`config.mk`:
```
export PLATFORM = sky130hd
export DESIGN_NAME = uart_tx
export DESIGN_NICKNAME = d
export VERILOG_FILES = /design/src/rtl/uart_tx.sv
export SDC_FILE = /design/constraint.sdc
export NUM_CORES = 1
export LEC_CHECK = 0
export CAP_MARGIN = 10
export CORE_ASPECT_RATIO = 0.9
export CORE_MARGIN = 10
export CORE_UTILIZATION = 55
export DETAILED_ROUTE_END_ITERATION = 16
export PLACE_DENSITY_LB_ADDON = 0.2
export SLEW_MARGIN = 20
export SYNTH_ARGS = -nofsm -noshare
export SYNTH_HDL_FRONTEND = slang
export SYNTH_SLANG_ARGS = --single-unit
```
`constraint.sdc`:
```
create_clock -name clk -period 2.6 [get_ports clk]
set_input_delay 0.26 -clock clk [delete_from_list [all_inputs] [get_ports clk]]
set_output_delay 0.26 -clock clk [all_outputs]
set_load 0.05 [all_outputs]
```
`src/rtl/uart_tx.sv`:
```
// uart_tx: 8O1 UART transmitter (start, 8 data LSB first, odd parity, stop).
// Define UART_TX_TWO_STOP_EN to transmit a second stop bit.
module uart_tx #(
  parameter int BAUD_CYCLES = 5208,
  parameter int DATA_BITS   = 8
) (
  input  logic       clk,
  input  logic       Reset,
  input  logic       Send,
  input  logic [7:0] Din,
  output logic       Sout,
  output logic       Sent,
  output logic       Busy
);

  localparam int TW = $clog2(BAUD_CYCLES);
  localparam logic [TW-1:0] TMAX = TW'(BAUD_CYCLES - 1);

  localparam logic [1:0] S_IDLE = 2'd0;
  localparam logic [1:0] S_DATA = 2'd1;
  localparam logic [1:0] S_STOP = 2'd2;
  localparam logic [1:0] S_DONE = 2'd3;

  // bit index 9 ends parity; the stop phase then counts 10 (and 11)
  localparam logic [3:0] IDX_PAR  = 4'd9;
`ifdef UART_TX_TWO_STOP_EN
  localparam logic [3:0] IDX_LAST = 4'd11;
`else
  localparam logic [3:0] IDX_LAST = 4'd10;
`endif

  if (BAUD_CYCLES < 4 || DATA_BITS != 8) begin : g_bad_cfg
    $error("uart_tx: BAUD_CYCLES must be >= 4 and DATA_BITS must be 8");
  end

  logic [1:0]    state_q, state_d;
  logic [TW-1:0] timer_q, timer_d;
  logic [3:0]    idx_q,   idx_d;
  logic [9:0]    frame_q, frame_d;
  logic          sout_q,  sout_d;
  logic          sent_q,  sent_d;
  logic          busy_q,  busy_d;
  logic          tick;

  assign tick = (state_q == S_DATA || state_q == S_STOP)
                && (timer_q == TMAX);

  // next-state logic; outputs are derived from the next state
  always_comb begin
    state_d = state_q;
    timer_d = '0;
    idx_d   = idx_q;
    frame_d = frame_q;
    case (state_q)
      S_IDLE: begin
        if (Send) begin
          frame_d = {~^Din, Din, 1'b0};
          idx_d   = 4'd0;
          state_d = S_DATA;
        end
      end
      S_DATA: begin
        timer_d = tick ? '0 : timer_q + TW'(1);
        if (tick) begin
          frame_d = {1'b0, frame_q[9:1]};
          idx_d   = idx_q + 4'd1;
          if (idx_q == IDX_PAR) state_d = S_STOP;
        end
      end
      S_STOP: begin
        timer_d = tick ? '0 : timer_q + TW'(1);
        if (tick) begin
          if (idx_q == IDX_LAST) begin
            idx_d   = 4'd0;
            state_d = S_DONE;
          end else begin
            idx_d = idx_q + 4'd1;
          end
        end
      end
      S_DONE: begin
        if (!Send) state_d = S_IDLE;
      end
      default: begin
        state_d = S_IDLE;
        idx_d   = 4'd0;
        frame_d = '0;
      end
    endcase
    sout_d = (state_d == S_DATA) ? frame_d[0] : 1'b1;
    sent_d = (state_d == S_DONE);
    busy_d = (state_d == S_DATA) || (state_d == S_STOP);
  end

  // state and registered outputs; reset idles the line at once
  always_ff @(posedge clk or posedge Reset) begin
    if (Reset) begin
      state_q <= S_IDLE;
      timer_q <= '0;
      idx_q   <= 4'd0;
      frame_q <= '0;
      sout_q  <= 1'b1;
      sent_q  <= 1'b0;
      busy_q  <= 1'b0;
    end else begin
      state_q <= state_d;
      timer_q <= timer_d;
      idx_q   <= idx_d;
      frame_q <= frame_d;
      sout_q  <= sout_d;
      sent_q  <= sent_d;
      busy_q  <= busy_d;
    end
  end

  assign Sout = sout_q;
  assign Sent = sent_q;
  assign Busy = busy_q;

endmodule

```
## Word level (Yosys, flattened, before mapping)

Cells that the tools add are included.

- Add/sub/neg operators: 2
- Eq/ne operators: 12
- Mux-type cells: 18
- Reductions and logical operators: 10

Operator list:

| cell | count |
|---|---|
| $mux W13 | 2 |
| $mux W10 | 2 |
| $pmux W10 S2 | 1 |
| $mux W4 | 4 |
| $add A13 B1 Y13 const B | 1 |
| $eq A13 B13 Y1 const B | 1 |
| $mux W2 | 6 |
| $pmux W4 S3 | 1 |
| $eq A2 B2 Y1 const B | 4 |
| $eq A4 B4 Y1 const B | 2 |
| $pmux W2 S4 | 1 |
| $reduce_xnor A8 Y1 | 1 |
| $ne A2 B2 Y1 const B | 3 |
| $add A4 B1 Y4 const B | 1 |
| $eq A2 B1 Y1 const B | 2 |
| $reduce_and A4 Y1 | 1 |
| $reduce_and A3 Y1 | 1 |
| $reduce_bool A3 Y1 | 1 |
| $logic_not A2 Y1 | 1 |
| $logic_or A1 B1 Y1 | 2 |
| $reduce_bool A2 Y1 | 1 |
| $reduce_or A2 Y1 | 1 |
| $logic_and A1 B1 Y1 | 1 |
| $mux W1 | 1 |

- Register bits: 32

## Logic depth before layout (Yosys ltp)

- Depth in word-level cells: 7
- Gate-level depth with buffers: 10

## Least setup slack after synthesis

Ideal clock, no wire load.

- Path kind: register -> register
- From: reg state_q[1]
- To: reg busy_q, in the netlist Busy
- Library setup time: 63 ps
- Arrival time: 2,290 ps
- Slack: 247 ps
- Cell stages (with the launch flop): 11
- Path buffers: 2
- Clock period less this slack: 2,353 ps
- Cells stage by stage: dfrtp_1 inv_1 ha_1 and4bb_2 and4_1 buf_6 buf_8 and3_2 o31ai_1 ha_1 inv_1

- Longest elaborated chain between the ends: 7

RTL lines:

| what | line | source |
|---|---|---|
| start, declared | 36 | `logic [1:0] state_q, state_d;` |
| start signal, assigned | 106 | `state_q <= state_d;` |
| $eq A2 B1 Y1 or $eq A2 B2 Y1 (tied branches) | 45, 54 |  |
| $logic_or A1 B1 Y1 | 45 | `assign tick = (state_q == S_DATA \|\| state_q == S_STOP)` |
| $logic_and A1 B1 Y1 | 46 | `&& (timer_q == TMAX);` |
| $mux W2, on equally long branches | 72, 64 |  |
| $pmux W2 S4 * | 54 | `case (state_q)` |
| named net state_d[0] | 36 |  |
| $eq A2 B1 Y1 or $eq A2 B2 Y1 (tied branches) | 92 | `busy_d = (state_d == S_DATA) \|\| (state_d == S_STOP);` |
| $logic_or A1 B1 Y1 * | 92 |  |
| named net busy_d | 42 | `logic busy_q, busy_d;` |
| end signal, assigned | 112 | `busy_q <= busy_d;` |
| end, declared | 42 |  |

The timed path passes the listed nets; every way through them passes the cells marked *.
A chain may end at the register's enable or synchronous reset.

## Worst setup path in the final report

Same ends and word-level chain as after synthesis.

==> results.cfg <==
[clocking]
cts_tree = yes
ctsHoldBuffers = 0
cts_inserted_buffers = 5
cts-root-buf = clkbuf_8
cts_resized = 0
htree_levels = 2
postCtsSetupBuffers = 0
path_clk_slew_ns = 0.06
cts_buffer_depth = 2
cts_sinks = 32
clk_latency_ns = 0.28

[timing]
fin_skew_ns = 0.00487
hold_viol = 0
setup_tns_ns = 0
min_period_over_period_pct = 93.0
setup_ws_ns = 0.181
maxSlewHeadroom_pct = 57.2
rsz0062_at_grt = false
setup-violations-final = 0
max_freq_mhz = 413
final-max-slew-violation-count = 0
worstMarginPinSlew_ns = 0.642
fin_crit_ns = 2.42

[synthesis]
synth_edf_count = 0
ys_seq_area_share_pct = 42.6
async_flop_share_pct = 100
yosys_warnings = 0
avgSynthCellArea_sq_um = 10.5
synth_nets = 203
synth_top_flop_cell = dfrtp_1
netlist_instances = 180
ys_seq_elements = 32
synth_cell_types = 44
syn_area_sq_um = 1880

[pwr]
leakagePower_nw = 0.970
p_total_mw = 1.01
powerDensity_nw_per_um2 = 468
worst_ir_drop_vdd_uv = 339

[place]
hpwl_mm = 2.72
port_buffers = 13
place_congestion = 0.812
pre_cts_ws_ns = 0.219

[detailed_routing]
routed-wl-met2_mm = 1.78
wl_met3_um = 167
top_layer = met4
drt_wl_total_mm = 3.71
num_vias = 1426
met1_length_mm = 1.70
drc = 0
drt_iter0_drc = 41
wl_per_cell_um = 15.5
final_antenna_net_count = 0
routed_via_density = 5.94
dr.pass1.iters = 4

[finish]
diodes = 0
nets = 218
final_cell_mix = dfrtp_1 (31), nor2_1 (14), clkdlybuf4s50_1 (13), inv_1 (12), ha_1 (12)
layout-drive-gt1-share_pct = 12.2
syn_to_final_growth_pct = 14.1
final_common_cell = dfrtp_1

[worst_setup_path]
startpoint_type = flip-flop
ff2ff_path_depth = 8
crit_family = simple AND/OR/NAND/NOR gates
r2r_slack_ns = 0.18
crit_chain = inv_1, ha_1, and4bb_2, and4_1, and3_2, o31ai_1, ha_1, inv_1
critPathCaptureType = flip-flop
worstPathMaxFanout = 7
crit_type = reg -> reg
r2r-start = state_q[1]$_DFF_PP0_
crit_required_ns = 2.82
path_buf_inv = 2
crit_slowest_cell = dfrtp_1
startpoint = state_q[1]$_DFF_PP0_
slowest_delay_ns = 0.47
critPathArrivalTime_ns = 2.64
r2r-end = Busy$_DFF_PP0_

[floorplanning]
num_rows = 20
ios = 14
start_util_pct = 56.6
coreArea_sq_um = 3330
die_w_um = 81.7
die_h_um = 75.5
die_area_sq_um = 6170

[global_routing]
grt.overflow.total = 0
grt_usage_pct = 13.4
grt_pass1_wl_mm = 6.50
grt_max_degree = 33
grt_pass1_vias = 1489
antenna_found_initial = 0

[hold_path]
hp-class = in -> async

[flow_run]
cap_violations = 0

[status]
status = completed
## worst reg2reg max path, cell delays in order, from the launching register on
cell and delay, ns:
dfrtp_1 0.47, inv_1 0.10, ha_1 0.35, and4bb_2 0.27
and4_1 0.23, and3_2 0.19, o31ai_1 0.39, ha_1 0.31
inv_1 0.05
## kinds of logic (layout without fill, tap and decap cells)
family                     Yosys count  in the layout  share of synthesized area [%]
AOI/OAI and AO/OA                   32             32                           13.0
xor gates and xnor gates            17             17                           7.91
adders and majority gates           12             12                           7.97
buffers and inverters               20             36                           5.05
DFF                                 32             32                           42.6
muxes                               10             10                           6.11
and+or+nand+nor                     57             57                           17.3
## stage by stage
step	instances	hold slack, ns	area (sq um)	utilization (%)
floorplan	180	0.375	1880	-
global placement	232	0.481	2040	61.3
detailed placement	232	0.492	2040	61.3
CTS	240	0.376	2150	64.5
global route	240	0.416	2150	64.5
finish	240	0.364	2150	64.5
## flip-flops by register name, indices dropped and copies added (netlist names)
| name | cells |
|---|---|
| timer_q | 13 |
| frame_q | 10 |
| idx_q | 4 |
| state_q | 2 |
| Busy | 1 |
| Sent | 1 |
| Sout | 1 |
## synth_stat cells, types with 2 or more instances
master	number	area [sq um]
a21oi_1	4	20.0
a32o_1	10	100
and2_1	5	31.3
and3_1	3	18.8
and4_1	2	17.5
clkbuf_1	5	18.8
dfrtp_1	31	776
ha_1	12	150
inv_1	12	45.0
mux2_2	8	90.1
nand2_1	5	18.8
nand3_1	6	30.0
nand4_1	5	31.3
nor2_1	14	52.6
nor3_1	2	10.0
nor3b_1	3	22.5
nor4_1	3	18.8
o2111ai_1	2	17.5
o211ai_1	2	15.0
o21ai_0	7	35.0
xnor2_1	11	96.3
xor2_1	6	52.6
## power breakdown
part           switching (mW)  total, mW  leakage (nW)  internal [mW]
logic                  0.0234     0.0500         0.517         0.0266
registers                   0      0.498         0.398          0.498
clock network           0.174      0.458        0.0552          0.284
## area by class of cell
class,count,area (sq um)
fill,279,1180
tap,44,55.1
sequential,32,802
clock inverter,2,35.0
inverter,12,45.0
multi-input combinational,128,986
timing repair buffer,16,153
clock buffer,6,72.6
## how the worst max path moves through the flow
| stage | slack [ns] | endpoint | cells past startpoint |
|---|---|---|---|
| global placement | 0.32 | Busy$_DFF_PP0_ | 8 |
| global route | 0.04 | Busy$_DFF_PP0_ | 8 |
| CTS | 0.18 | Busy$_DFF_PP0_ | 8 |
| detailed placement | 0.22 | Busy$_DFF_PP0_ | 8 |
| floorplan | 0.25 | Busy$_DFF_PP0_ | 10 |
| finish | 0.18 | Busy$_DFF_PP0_ | 8 |
## layer usage
layer | GRT usage, % | up-vias
li1 | - | 677
met5 | 0 | -
met4 | 5.66 | 0
met1 | 14.8 | 716
met2 | 23.1 | 25
met3 | 4.60 | 8
No activity file was read; power rests on OpenSTA's default activity.
